==> config.mk <==
export PLATFORM = sky130hd
export DESIGN_NAME = csel_cla_adder_8
export DESIGN_NICKNAME = d
export VERILOG_FILES = /design/src/rtl/csel_cla_pkg.sv /design/src/rtl/cla_4bit.sv /design/src/rtl/csel_cla_adder_8.sv
export SDC_FILE = /design/constraint.sdc
export NUM_CORES = 1
export LEC_CHECK = 0
export CAP_MARGIN = 20
export CORE_MARGIN = 1.5
export CORE_UTILIZATION = 37
export CTS_CLUSTER_DIAMETER = 80
export DETAILED_ROUTE_END_ITERATION = 7
export PLACE_DENSITY = 0.73
export SETUP_SLACK_MARGIN = 0.3
export SLEW_MARGIN = 10
export SYNTH_ARGS = -nofsm -noshare
export SYNTH_HDL_FRONTEND = slang
export SYNTH_SLANG_ARGS = --single-unit
==> constraint.sdc <==
create_clock -name clk -period 0.8 [get_ports clk]
set_input_delay 0.24 -clock clk [delete_from_list [all_inputs] [get_ports clk]]
set_output_delay 0.24 -clock clk [all_outputs]
set_load 0.05 [all_outputs]
==> src/rtl/csel_cla_pkg.sv <==
// csel_cla_pkg
// Shared constants for the 8-bit carry-select / carry-lookahead adder.
//   WIDTH : operand and sum width (the adder supports 8 only)
//   BLK   : carry-lookahead block width (two blocks make up WIDTH)
package csel_cla_pkg;
    localparam int WIDTH = 8;
    localparam int BLK   = 4;
endpackage

==> src/rtl/cla_4bit.sv <==
// cla_4bit
// 4-bit carry-lookahead adder block. Every internal carry comes from the
// flattened generate/propagate equations on ci, so no ripple chain exists.
// Ports:
//   a, b : 4-bit operands
//   ci   : carry in
//   s    : 4-bit sum
//   co   : carry out of bit 3
//   c3   : carry into bit 3 (used by the top level for signed overflow)
module cla_4bit
    import csel_cla_pkg::*;
(
    input  logic [BLK-1:0] a,
    input  logic [BLK-1:0] b,
    input  logic           ci,
    output logic [BLK-1:0] s,
    output logic           co,
    output logic           c3
);

    logic [BLK-1:0] g;
    logic [BLK-1:0] p;
    logic           c1;
    logic           c2;

    assign g = a & b;
    assign p = a ^ b;

    assign c1 = g[0] | (p[0] & ci);
    assign c2 = g[1] | (p[1] & g[0]) | (p[1] & p[0] & ci);
    assign c3 = g[2] | (p[2] & g[1]) | (p[2] & p[1] & g[0])
              | (p[2] & p[1] & p[0] & ci);
    assign co = g[3] | (p[3] & g[2]) | (p[3] & p[2] & g[1])
              | (p[3] & p[2] & p[1] & g[0])
              | (p[3] & p[2] & p[1] & p[0] & ci);

    assign s = p ^ {c3, c2, c1, ci};

endmodule

==> src/rtl/csel_cla_adder_8.sv <==
// csel_cla_adder_8
// 8-bit carry-select adder with a single output register stage.
// The low nibble is summed by one CLA block; the high nibble is summed
// twice in parallel (carry-in 0 and carry-in 1) and the low-block carry
// picks the correct result. Latency is one cycle, one result per cycle.
// Ports:
//   clk       : rising-edge clock
//   rst       : asynchronous active-high reset
//   in_valid  : operands valid this cycle
//   a, b      : unsigned 8-bit operands
//   cin       : carry in
//   out_valid : registered in_valid
//   sum       : registered (a+b+cin)[7:0], held while in_valid is low
//   cout      : registered (a+b+cin)[8],   held while in_valid is low
//   ovf       : registered signed overflow (only with CSEL_CLA_OVERFLOW_EN)
// Build option:
//   CSEL_CLA_OVERFLOW_EN : adds the ovf output port.
module csel_cla_adder_8
    import csel_cla_pkg::*;
#(
    parameter int WIDTH_P = WIDTH,
    parameter int BLK_P   = BLK
)
(
    input  logic             clk,
    input  logic             rst,
    input  logic             in_valid,
    input  logic [WIDTH-1:0] a,
    input  logic [WIDTH-1:0] b,
    input  logic             cin,
    output logic             out_valid,
    output logic [WIDTH-1:0] sum,
`ifdef CSEL_CLA_OVERFLOW_EN
    output logic             cout,
    output logic             ovf
`else
    output logic             cout
`endif
);

    generate
        if (WIDTH_P != 8 || BLK_P != 4) begin : g_bad_width
            $error("csel_cla_adder_8: only WIDTH=8 with BLK=4 is supported");
        end
    endgenerate

    logic [BLK-1:0] s_lo;
    logic [BLK-1:0] s_hi0;
    logic [BLK-1:0] s_hi1;
    logic           c4;
    logic           co_hi0;
    logic           co_hi1;
    logic           c7_hi0;
    logic           c7_hi1;
    logic           unused_c3_lo;

    cla_4bit u_lo (
        .a  (a[BLK-1:0]),
        .b  (b[BLK-1:0]),
        .ci (cin),
        .s  (s_lo),
        .co (c4),
        .c3 (unused_c3_lo)
    );

    cla_4bit u_hi_c0 (
        .a  (a[WIDTH-1:BLK]),
        .b  (b[WIDTH-1:BLK]),
        .ci (1'b0),
        .s  (s_hi0),
        .co (co_hi0),
        .c3 (c7_hi0)
    );

    cla_4bit u_hi_c1 (
        .a  (a[WIDTH-1:BLK]),
        .b  (b[WIDTH-1:BLK]),
        .ci (1'b1),
        .s  (s_hi1),
        .co (co_hi1),
        .c3 (c7_hi1)
    );

    logic [WIDTH-1:0] sum_next;
    logic             cout_next;
    logic             c7_sel;

    // Carry-select: the low-block carry-out chooses which precomputed
    // upper half is correct.
    assign sum_next  = {(c4 ? s_hi1 : s_hi0), s_lo};
    assign cout_next = c4 ? co_hi1 : co_hi0;
    assign c7_sel    = c4 ? c7_hi1 : c7_hi0;

`ifdef CSEL_CLA_OVERFLOW_EN
    always_ff @(posedge clk or posedge rst) begin
        if (rst) begin
            out_valid <= 1'b0;
            sum       <= '0;
            cout      <= 1'b0;
            ovf       <= 1'b0;
        end else begin
            out_valid <= in_valid;
            if (in_valid) begin
                sum  <= sum_next;
                cout <= cout_next;
                ovf  <= c7_sel ^ cout_next;
            end
        end
    end
`else
    logic unused_c7_sel;
    assign unused_c7_sel = c7_sel;

    always_ff @(posedge clk or posedge rst) begin
        if (rst) begin
            out_valid <= 1'b0;
            sum       <= '0;
            cout      <= 1'b0;
        end else begin
            out_valid <= in_valid;
            if (in_valid) begin
                sum  <= sum_next;
                cout <= cout_next;
            end
        end
    end
`endif

endmodule

==> metrics list, run 1 <==
- In this run the number of H-tree levels came out at 1.
- Synthesis inferred 10 register bits.
* Area delta synth->final: 109%
- Summing over every cut layer, the via total after detailed routing is 741.
- 0 antenna diodes ended up in the layout.
* Non-filler instance count after layout: 149
- The die is 47.4 µm tall.
- Maximum VDD drop: 1.18 mV
- Clock-pin slew on the worst setup and hold paths: 0.07 ns
- Yosys mapped the design onto 29 distinct sky130hd cell types.
- Counting the fill cells in the layout gives 95.
- After detailed routing, the number of remaining DRC violations is 0.
* Placed insts: 139
- At the end of the flow, the number of nets in the layout was 155.
* Storage element area: 262 µm²
- The later pin in the worst-skew pair is clocked with a latency of 0.27 ns.
- Simple-Gate Fraction of Synth Area: 10.7%
- In this run the remaining antenna-violating nets after routing total 0.
* DIE WIDTH: 47.4 µm
* Via-to-Cell Ratio: 4.97
- Critical path endpoint category: flip-flop
- Total track usage: 23.8%
* Number of DRC markers after the initial detailed-route iteration: 7
* Lkg Pwr: 0.000701 µW
- The critical path is of the in -> reg type.
- The number of nets in the synthesized netlist is 100.
- Number of flops mapped to enable cells by yosys: 0
* Worst hold path type: in -> async
* Clk sink count: 10
* Combinational group share of total power: 56.9%
- The smallest clock period supported by the final layout is computed as 1.56 ns.
* Peak clock frequency supported by timing: 0.640 GHz
* Placer's final routability congestion estimate: 0.782
- At the end of the flow the core is filled with cells to 85.4%.
* Final setup violation count: 19
* Detailed Route WL: 2220 µm
- Maximum fanout along the worst path: 3
- Power Dens Cells: 1840 nW/µm²
- First-pass GRT wire length: 3500 µm
* Total congestion overflow after global routing: 0
- The commonest cells after synthesis are 10 x sky130_fd_sc_hd__dfrtp_1, 10 x sky130_fd_sc_hd__inv_1, 9 x sky130_fd_sc_hd__ha_1.
- Max-Slew Margin vs Limit: 80.0%
* Violated checks: negative setup slack
* R2R Path End: sum[4]$_DFFE_PP0P_
- CTS root buffer: sky130_fd_sc_hd__clkbuf_4
- Net Sw Frac: 36.6%
* Iteration count of the initial detailed-routing pass: 3
- Summing the areas of all compound-gate instances in the mapped netlist gives 15.5% of the synthesized area.
- Counting along the longest clock path gives a buffer depth of 2.
* Fraction of layout instances using a drive strength above 1: 66.1%
- Measured in cells, the most critical reg-to-reg path has a length of 3.
* Internal Pwr Total: 1780 µW
- Post-CTS Hold Buffers: 0
* Post-Synth XOR/XNOR Area: 6.01%
* Synthesis warning total: 0
* Clock network fraction of design power: 16.7%
- During placement, the flow inserted port buffers numbering 29.
- Prior to clock tree synthesis, the placed netlist has a worst setup slack of -1.46 ns.
* Mapped cell area: 728 µm²
- Number of buffers created by CTS: 3
- The initial antenna violation count is 0.
- Slack of the worst reg-to-reg path: -0.26 ns
* Sequential fraction of the synthesis area: 34.4%
* Gate count of the mapped netlist: 70
* Least setup slack across all paths after layout: -0.762 ns
* R2r startpoint: sum[4]$_DFFE_PP0P_
- For this design the total switching power over the nets is 1030 µW.
- The die covers 2240 µm².
* Via count of the first global-routing pass: 786
- The tool flagged a number of max-cap violations equal to 0.
- Among all flip-flop cells after synthesis, the most frequent one is sky130_fd_sc_hd__dfrtp_1.
- Adder-cell share of the synthesized area: 18.2%
* HPWL after DPL: 1460 µm
- The run finished, with violations left.
- Share of synthesized area spent on multiplexers: 9.62%
* Top cells by area in the synthesized netlist: sky130_fd_sc_hd__dfrtp_1 34%, sky130_fd_sc_hd__ha_1 15%, sky130_fd_sc_hd__mux2_2 6.2%, sky130_fd_sc_hd__inv_1 5.2%, sky130_fd_sc_hd__xnor2_1 4.8%
- Portion of the clock cycle consumed by the worst path in the final layout: 195%
- Endpoint required time on the critical path: 1.01 ns
- Startpoint types: input port
- The max-slew violation count is 0.
* CTS tree: yes
- For this configuration, the core starts out at a cell density of 40.8%.
- The initialized floorplan defines 15 standard-cell rows.
- Entering global routing, the biggest net connects 11 pins.
- By area, the combinational part of the netlist is dominated by adder cells.
- Area of the multi-input gates: 582 µm²
- After detailed routing, the average wire length per cell comes to 14.9 µm.
- Core outline area: 1780 µm²
- Setup repair after global routing could not meet its margin everywhere.
- Flop pwr share: 26.4%
- Final hold vios: 0
* Top-area cell type share of the netlist area: 34.4%
* Layout Skew: 0 ns
- For this run, asynchronously set or reset flops after synthesis account for 100%.
* Area leader, netlist: sky130_fd_sc_hd__dfrtp_1
* I/O pin total: 30
- Per-instance average area after synthesis: 10.4 µm²
- Data on the critical path arrives at its endpoint at 1.78 ns.
- Worst Max-Slew Pin Slew: 0.298 ns
==> sequential cells by signal, summed over array words and instances, names as in the netlist <==
signal     count
out_valid      1
sum            8
cout           1
==> worst max path at each step <==
stage               cells after the start  startpoint  slack (ns)            endpoint
finish                                  7        b[0]       -0.76  sum[5]$_DFFE_PP0P_
global route                            7        b[0]       -0.78  sum[5]$_DFFE_PP0P_
CTS                                     7        a[0]       -0.77  sum[4]$_DFFE_PP0P_
detailed placement                      7        a[0]       -1.46  sum[4]$_DFFE_PP0P_
global placement                        7        a[0]       -1.42  sum[4]$_DFFE_PP0P_
floorplan                               6        a[0]       -0.87  sum[4]$_DFFE_PP0P_
==> per-layer routing <==
layer / up-vias / GRT usage (%) / share of wire (%)
li1: 354 / - / -
met1: 354 / 23.8 / 35
met2: 25 / 43.8 / 58
met3: 8 / 5.00 / 4.0
met4: 0 / 15.0 / 2.6
met5: - / 0 / 0
==> cells in the final DEF, fill, tap and decap left out, types with 2 or more instances in the layout <==
master,instances
sky130_fd_sc_hd__inv_1,9
sky130_fd_sc_hd__nor2_1,3
sky130_fd_sc_hd__mux2_2,2
sky130_fd_sc_hd__xnor2_1,3
sky130_fd_sc_hd__ha_1,2
sky130_fd_sc_hd__clkbuf_4,3
sky130_fd_sc_hd__o21ai_1,3
sky130_fd_sc_hd__buf_2,3
sky130_fd_sc_hd__mux2_4,3
sky130_fd_sc_hd__clkbuf_2,2
sky130_fd_sc_hd__nand2_1,2
sky130_fd_sc_hd__clkdlybuf4s50_1,3
sky130_fd_sc_hd__buf_4,18
sky130_fd_sc_hd__buf_12,11
sky130_fd_sc_hd__buf_6,9
sky130_fd_sc_hd__dfrtp_2,9
sky130_fd_sc_hd__ha_4,7
sky130_fd_sc_hd__clkdlybuf4s15_1,2
==> power groups by stage <==
stage	logic [µW]	clock network, µW	registers, µW
after floorplan	350	0	1050
after global placement	1380	0	746
after detailed placement	1410	0	754
after CTS	1540	474	739
after global routing	1680	512	750
final	1600	470	740
==> through the flow <==
| stage | power (µW) | setup TNS (ns) | instance area [µm²] | hold slack [ns] |
|---|---|---|---|---|
| 6_report | 2810 | -7.68 | 1520 | 0.258 |
| 5_1_grt | 2940 | -8.16 | 1520 | 0.273 |
| 4_1_cts | 2750 | -7.66 | 1500 | 0.256 |
| 3_5_place_dp | 2170 | -11.14 | 1340 | 0.538 |
| 3_3_place_gp | 2130 | -10.68 | 1340 | 0.516 |
| 2_1_floorplan | 1400 | -5.37 | 791 | 0.0796 |
==> kinds of logic (layout without fill, tap and decap cells) <==
logic type | after synthesis | count (layout)
AO/OA/AOI/OAI | 15 | 15
AND/OR/NAND/NOR | 13 | 13
buffers and inverters | 11 | 65
adder cells (fa/ha/maj) | 10 | 10
flip-flops | 10 | 10
multiplexers | 6 | 6
XOR/XNOR | 5 | 5
==> worst max-delay path, stage by stage <==
cell and delay (ns):
sky130_fd_sc_hd__buf_6 0.10, sky130_fd_sc_hd__ha_4 0.22, sky130_fd_sc_hd__a21o_1 0.17, sky130_fd_sc_hd__and4_4 0.16, sky130_fd_sc_hd__or3_4 0.40, sky130_fd_sc_hd__a2111o_1 0.43, sky130_fd_sc_hd__nand3_2 0.06
==> timing repair <==
| item | CTS | global route |
|---|---|---|
| endpoints found under the setup margin | 20 | 19 |
| buffers inserted | 4 | 2 |
| endpoints found under the hold margin | 0 | 0 |
| gates resized for setup | 74 | 9 |
| pin swaps | 14 | 9 |
==> cell type report <==
type,instances,area share [%]
timing repair buffer,51,37.2
inverter,10,2.96
tap,25,2.05
sequential,10,17.2
multi-input combinational,49,38.2
clock buffer,4,2.38
Note: power is estimated with default switching activity, not from simulation.
==> run 2: changes to the inputs <==
--- a/config.mk
+++ b/config.mk
@@ -11,6 +11,7 @@
 export CTS_CLUSTER_DIAMETER = 80
 export DETAILED_ROUTE_END_ITERATION = 7
 export PLACE_DENSITY = 0.73
+export REMOVE_ABC_BUFFERS = 1
 export SETUP_SLACK_MARGIN = 0.3
 export SLEW_MARGIN = 10
 export SYNTH_ARGS = -nofsm -noshare
==> metrics list, run 2 (synthesized netlist as in run 1, its figures left out) <==
- Total congestion overflow after global routing: 0 (unchanged)
- Via count of the first global-routing pass: 801 (+1.9%)
- The worst-case register-to-register setup slack is -0.26 ns (about the same).
* Die height: 47.4 µm (unchanged)
- Critical Path Start: a[0]
- Clk sink count: 10 (unchanged)
- Max-Slew Margin vs Limit: 75.5% (-4.5 points)
* Clock network fraction of design power: 15.2% (-1.5 points)
* Std cell rows: 15 (unchanged)
* Delay of the slowest cell on the worst path: 0.41 ns (-0.02 ns)
- The final estimated routing congestion in global placement was 0.773 (-1.2%).
- The via count normalized by instance count was 5.32 (+7.0%).
- Path type of the worst setup path: in -> reg
- Worst hold slack: 0.299 ns (+0.0419 ns)
- Clock Tree Buf Depth: 2 (unchanged)
* Flop pwr share: 24.1% (-2.3 points)
- Peak clock frequency supported by timing: 0.605 GHz (-5.5%)
- Net Sw Frac: 37.5% (+0.89 points)
* Pins Over Slew Limit: 0 (unchanged)
- The switching power summed over all nets was 1130 µW (+10%).
- I/O pin total: 30 (unchanged)
* Setup repair after global routing missed its margin: yes
- CP cell instances: buf_8, ha_4, a21o_1, and4_4, or3_4, a2111o_1, nand3_1
- The non-filler instance count after layout came to 158 (+6.0%).
* Result of the run: complete, but fails checks
- R2R Path End: sum[3]$_DFFE_PP0P_
* Maximum VDD drop: 0.991 mV (-16%)
- The clock latency at the later pin of the worst-skew pair came to 0.26 ns (about the same).
- Startpoint types: input port
* Power Dens Cells: 1920 nW/µm² (+4.1%)
- HPWL after DPL: 1470 µm (+1.3%)
* Number of buffers inserted by port buffering: 29 (unchanged)
- The effective utilization at floorplan was 40.8% (unchanged).
* Min cycle time layout: 1.65 ns (+0.0905 ns)
- The final routed DRC violation total was 0 (unchanged).
- Maximum capacitance violations: 0 (unchanged)
- CTS root buffer: sky130_fd_sc_hd__clkbuf_4
* Drt wl/cell: 20.8 µm (+39%)
* Clock-pin slew on the worst setup and hold paths: 0.08 ns (about the same)
* Core utilization of the finished layout: 88.2% (+2.8 points)
- Worst r2r path cells: 3 (unchanged)
* Number of antenna violations at the first check in global routing: 0 (unchanged)
- Fraction of layout instances using a drive strength above 1: 63.9% (-2.2 points)
* Final ANT Viol Nets: 0 (unchanged)
- The final reports fail on negative setup slack.
- Leading registers by flop count: sum: 8 flops, cout: 1 flops, out_valid: 1 flops
- Worst hold path type: in -> async
- Final hold vios: 0 (unchanged)
- Worst path arrival time: 1.84 ns (+0.06 ns)
- End point of the critical path: sum[5]$_DFFE_PP0P_
- Endpoint required time on the critical path: 0.99 ns (-0.02 ns)
- Critical path endpoint category: flip-flop
* Commonest non-fill, non-tap cell in the layout: sky130_fd_sc_hd__buf_4
- Post-layout power: 3020 µW (+7.5%)
- The core box area was 1780 µm² (unchanged).
- The top fanout value on the critical path came to 3 (unchanged).
- The worst clock skew on the final layout was 0 ns (unchanged).
- The total via count in the routed design came to 841 (+13%).
* Slowest cell on the critical path: sky130_fd_sc_hd__a2111o_1
- The largest net degree at the start of global routing is 11 (unchanged).
* Number of nets in the layout: 164 (+5.8%)
- Total track usage: 24.9% (+1.1 points)
- The slew of the pin with the lowest slew margin was 0.365 ns (+0.0673 ns).
- Flip-flop count of the largest register after layout: 8 (unchanged)
- Internal Pwr Total: 1890 µW (+6.0%)
- The area growth from synthesis to layout is 116%.
- The global-route wire length before repair is 3780 µm (+8.1%).
- Number of levels in the clock H-tree: 1 (unchanged)
- # diodes: 0 (unchanged)
- Worst setup slack after placement: -1.50 ns (-0.0347 ns)
- Iteration count of the initial detailed-routing pass: 4 (+1)
- DIE WIDTH: 47.4 µm (unchanged)
- The final setup slack of the worst path came to -0.853 ns (-0.0905 ns).
- Portion of the clock cycle consumed by the worst path in the final layout: 207% (+11 points)
- The register with the most flip-flops in the final layout is sum.
* Most used cells in the layout excluding fill and tap cells: 25 x sky130_fd_sc_hd__buf_4, 11 x sky130_fd_sc_hd__buf_12, 10 x sky130_fd_sc_hd__dfrtp_1, 8 x sky130_fd_sc_hd__inv_1, 8 x sky130_fd_sc_hd__buf_6
- The count of placed standard cells including taps is 137 (-1.4%).
- The total setup violations reported at the end of the flow is 19 (unchanged).
* Die area: 2240 µm² (unchanged)
* R2r startpoint: sum[3]$_DFFE_PP0P_
* Number of DRC markers after the initial detailed-route iteration: 23 (+16)
* CTS tree: yes
- The combinational share of power was 60.7% (+3.8 points).
* Number of buffers created by CTS: 3 (unchanged)
* Lkg Pwr: 0.000759 µW (+8.4%)
* Detailed Route WL: 3290 µm (+48%)
[run 2: power by group through the flow]
stage | registers [µW] | clock network [µW] | logic [µW]
2_1_floorplan | 1030 | 0 | 319
3_3_place_gp | 728 | 0 | 1340
3_5_place_dp | 735 | 0 | 1370
4_1_cts | 719 | 445 | 1570
5_1_grt | 736 | 504 | 1900
6_report | 728 | 458 | 1830
[run 2: metrics by stage]
step	area, µm²	TNS [ns]
2_1_floorplan	724	-6.30
3_3_place_gp	1260	-10.63
3_5_place_dp	1260	-10.96
4_1_cts	1490	-7.33
5_1_grt	1570	-8.56
6_report	1570	-8.18
[run 2: area by class of cell]
class                   count  area, µm²
clock buffers               4       36.3
fillers                    75        210
inverters                  10       40.0
multi-input cells          49        572
flip-flops and latches     10        250
well taps                  25       31.3
repair buffers             60        643
[run 2: worst min path at each step]
stage	start	to	slack [ns]	cells past startpoint
final	rst	sum[7]$_DFFE_PP0P_	0.30	3
after floorplan	rst	cout$_DFFE_PP0P_	0.08	1
after global routing	rst	sum[1]$_DFFE_PP0P_	0.30	3
after detailed placement	rst	out_valid$_DFF_PP0_	0.55	3
after global placement	sum[6]$_DFFE_PP0P_	sum[6]$_DFFE_PP0P_	0.54	2
after CTS	rst	out_valid$_DFF_PP0_	0.29	3
[run 2: what timing repair did]
item,in CTS,in global routing
gates resized for setup,85,10
gates cloned,0,0
buffers inserted,10,7
pin swaps,20,15
endpoints found under the setup margin,20,19
hold buffers,0,0
[run 2: layer usage]
layer	share of wire [%]	global-route usage (%)
met3	5.8	3.46
met1	39	29.9
met5	0	0
met4	5.4	6.67
met2	50	45.7
[run 2: critical path: cells and delay by family]
kind                       cells  cell delay (ns)
adders and majority gates      1             0.23
and+or+nand+nor                3             0.66
buffers and inverters          1             0.10
AOI/OAI and AO/OA              2             0.61
==> run 3: changes to the inputs <==
--- a/config.mk
+++ b/config.mk
@@ -7,10 +7,11 @@
 export LEC_CHECK = 0
 export CAP_MARGIN = 20
 export CORE_MARGIN = 1.5
-export CORE_UTILIZATION = 37
+export CORE_UTILIZATION = 39
+export CTS_BUF_LIST = sky130_fd_sc_hd__clkbuf_8
 export CTS_CLUSTER_DIAMETER = 80
 export DETAILED_ROUTE_END_ITERATION = 7
-export PLACE_DENSITY = 0.73
+export PLACE_DENSITY = 0.77
 export REMOVE_ABC_BUFFERS = 1
 export SETUP_SLACK_MARGIN = 0.3
 export SLEW_MARGIN = 10
==> metrics list, run 3 (synthesized netlist as in run 1, its figures left out) <==
- The final setup slack of the worst path was -0.842 ns (+0.0101 ns).
- Result of the run: complete, but fails checks
- Violated checks: negative setup slack
- Walking the worst path, the cells encountered are buf_8, ha_4, a21o_1, and4_4, or3_4, xor2_1, mux2_4.
- The max-slew violation count came to 0 (unchanged).
* CTS tree: yes
* Most used cells in the layout excluding fill and tap cells: 23 x sky130_fd_sc_hd__buf_4, 11 x sky130_fd_sc_hd__buf_12, 10 x sky130_fd_sc_hd__dfrtp_1, 10 x sky130_fd_sc_hd__buf_6, 8 x sky130_fd_sc_hd__inv_1
* Number of buffers created by CTS: 3 (unchanged)
- The setup slack after placement came to -1.51 ns (-0.0163 ns).
- The maximum frequency from static timing analysis was 0.609 GHz (+0.61%).
- Startpoint types: input port
- The data required time of the critical path is 0.92 ns (-0.07 ns).
* Min cycle time layout: 1.64 ns (-0.0101 ns)
* Commonest non-fill, non-tap cell in the layout: sky130_fd_sc_hd__buf_4
- The worst clock skew on the final layout is 0 ns (unchanged).
- The total of fill cells in the finished design was 63 (-16%).
- The site row count was 15 (unchanged).
- Detailed Route WL: 3290 µm (+0.12%)
* Final hold vios: 0 (unchanged)
- The critical path is of the in -> reg type.
- The final routed DRC violation total was 0 (unchanged).
* # diodes: 0 (unchanged)
* Critical path endpoint category: flip-flop
- The global-route wire length before repair was 4310 µm (+14%).
- The iteration count of the initial detailed-routing pass was 4 (unchanged).
* Post-CTS Hold Buffers: 0 (unchanged)
* Number of nets in the layout: 162 (-1.2%)
* Worst-skew pair later-pin latency: 0.24 ns (-0.02 ns)
- Fraction of layout instances using a drive strength above 1: 65.4% (+1.5 points)
- Setup repair after global routing missed its margin: yes
* Leading registers by flop count: sum: 8 flops, cout: 1 flops, out_valid: 1 flops
- The number of buffers inserted by port buffering is 29 (unchanged).
* Register ranked first by flip-flop count: sum
- Number of levels in the clock H-tree: 1 (unchanged)
- The final estimated routing congestion in global placement is 0.788 (+1.9%).
* Maximum capacitance violations: 0 (unchanged)
- The number of buffers between clock root and the deepest sink is 2 (unchanged).
* Portion of the clock cycle consumed by the worst path in the final layout: 205% (-1.3 points)
- Total track usage: 29.4% (+4.5 points)
- Drt wl/cell: 21.2 µm (+2.1%)
- Total congestion overflow after global routing: 0 (unchanged)
- Flip-flop count of the largest register after layout: 8 (unchanged)
* Max-Slew Margin vs Limit: 80.8% (+5.4 points)
* Delay of the slowest cell on the worst path: 0.39 ns (-0.02 ns)
- The effective utilization at floorplan was 41.7% (+0.88 points).
- The total via count in the routed design came to 815 (-3.1%).
* Worst path arrival time: 1.76 ns (-0.08 ns)
* DIE WIDTH: 46.2 µm (-2.4%)
- The power per cell area came to 1960 nW/µm² (+2.2%).
- The half-perimeter wire length after detailed placement came to 1490 µm (+0.86%).
- The combined buffer and inverter count along the critical path came to 1 (unchanged).
- The total setup violations reported at the end of the flow came to 19 (unchanged).
- Number of antenna violations at the first check in global routing: 0 (unchanged)
- Core utilization of the finished layout: 90.5% (+2.3 points)
* Die height: 46.2 µm (-2.4%)
- The slowest stage of the critical path belongs to the cell sky130_fd_sc_hd__or3_4.
- Clk sink count: 10 (unchanged)
- Maximum VDD drop: 1.17 mV (+18%)
* Lkg Pwr: 0.000757 µW (-0.27%)
- The post-CTS clock slew at the launch and capture registers of the worst setup and hold paths is 0.05 ns (-0.03 ns).
- Cell type group with the largest total delay on the critical path: simple AND/OR/NAND/NOR gates
- Worst hold slack: 0.350 ns (+0.0510 ns)
- The top fanout value on the critical path is 3 (unchanged).
- Via-to-Cell Ratio: 5.26 (-1.2%)
- The I/O pin count is 30 (unchanged).
* Via count of the first global-routing pass: 881 (+10%)
- Die area: 2140 µm² (-4.8%)
- The root buffer cell chosen for the clock tree is sky130_fd_sc_hd__clkbuf_8.
- The core box area was 1750 µm² (-2.1%).
* Final ANT Viol Nets: 0 (unchanged)
- The count of routing violations after the opening detailed-route iteration was 22 (-4.3%).
- The largest net degree at the start of global routing came to 11 (unchanged).
* Worst Max-Slew Pin Slew: 0.285 ns (-0.0805 ns)
- The final-layout setup total negative slack is -8.04 ns (+0.135 ns).
- The tightest min-delay check is of the in -> async type.
- Area delta synth->final: 117%
==> run 3: final cells by class <==
cell class                 count  area [µm²]  area share, %
clock buffer                   3        41.3           2.61
inverter                      10        42.5           2.69
multi-input combinational     49         594           37.6
sequential                    10         250           15.8
tap                           25        31.3           1.98
timing repair buffer          58         621           39.3
==> run 3: path summary, 6_finish.rpt <==
kind	start	endpoint	slack, ns	cells past startpoint
worst min register to register	sum[4]$_DFFE_PP0P_	sum[4]$_DFFE_PP0P_	0.61	1
worst max-delay path	b[0]	sum[4]$_DFFE_PP0P_	-0.84	7
max in group asynchronous	rst	sum[1]$_DFFE_PP0P_	0.35	3
worst max register to register	sum[5]$_DFFE_PP0P_	sum[5]$_DFFE_PP0P_	-0.22	3
worst min-delay path	rst	sum[6]$_DFFE_PP0P_	0.35	3
min in group clk	in_valid	out_valid$_DFF_PP0_	0.38	3
==> run 3: per-stage QoR <==
stage / cells / cell area (µm²) / power (µW)
floorplan: 69 / 724 / 1350
global placement: 137 / 1260 / 2070
detailed placement: 137 / 1260 / 2100
CTS: 151 / 1500 / 2850
global route: 155 / 1580 / 3200
finish: 155 / 1580 / 3100
==> run 3: what timing repair did <==
action,CTS,global route
setup endpoints to repair,20,19
gates resized for setup,87,16
pin swaps,21,8
gates cloned,0,0
buffers inserted,11,4
==> run 3: where the power goes <==
part           total (µW)  internal, µW  switching, µW
Combinational        1830           985            842
Clock                 532           330            202
Sequential            740           610            130
Total                3100          1920           1170
==> run 3: worst reg2reg max path, cell delays in order, from the launching register on <==
cell and delay [ns]:
sky130_fd_sc_hd__dfrtp_1 0.42, sky130_fd_sc_hd__buf_4 0.16, sky130_fd_sc_hd__a22oi_1 0.23, sky130_fd_sc_hd__nand3_2 0.09
==> run 3: metal layers <==
metal / global-route usage (%) / vias up / wire length, µm
met5: 0 / - / 0
met4: 14.9 / 0 / 124
met3: 3.92 / 10 / 187
met2: 51.9 / 57 / 1680
met1: 34.1 / 381 / 1300
li1: - / 367 / -
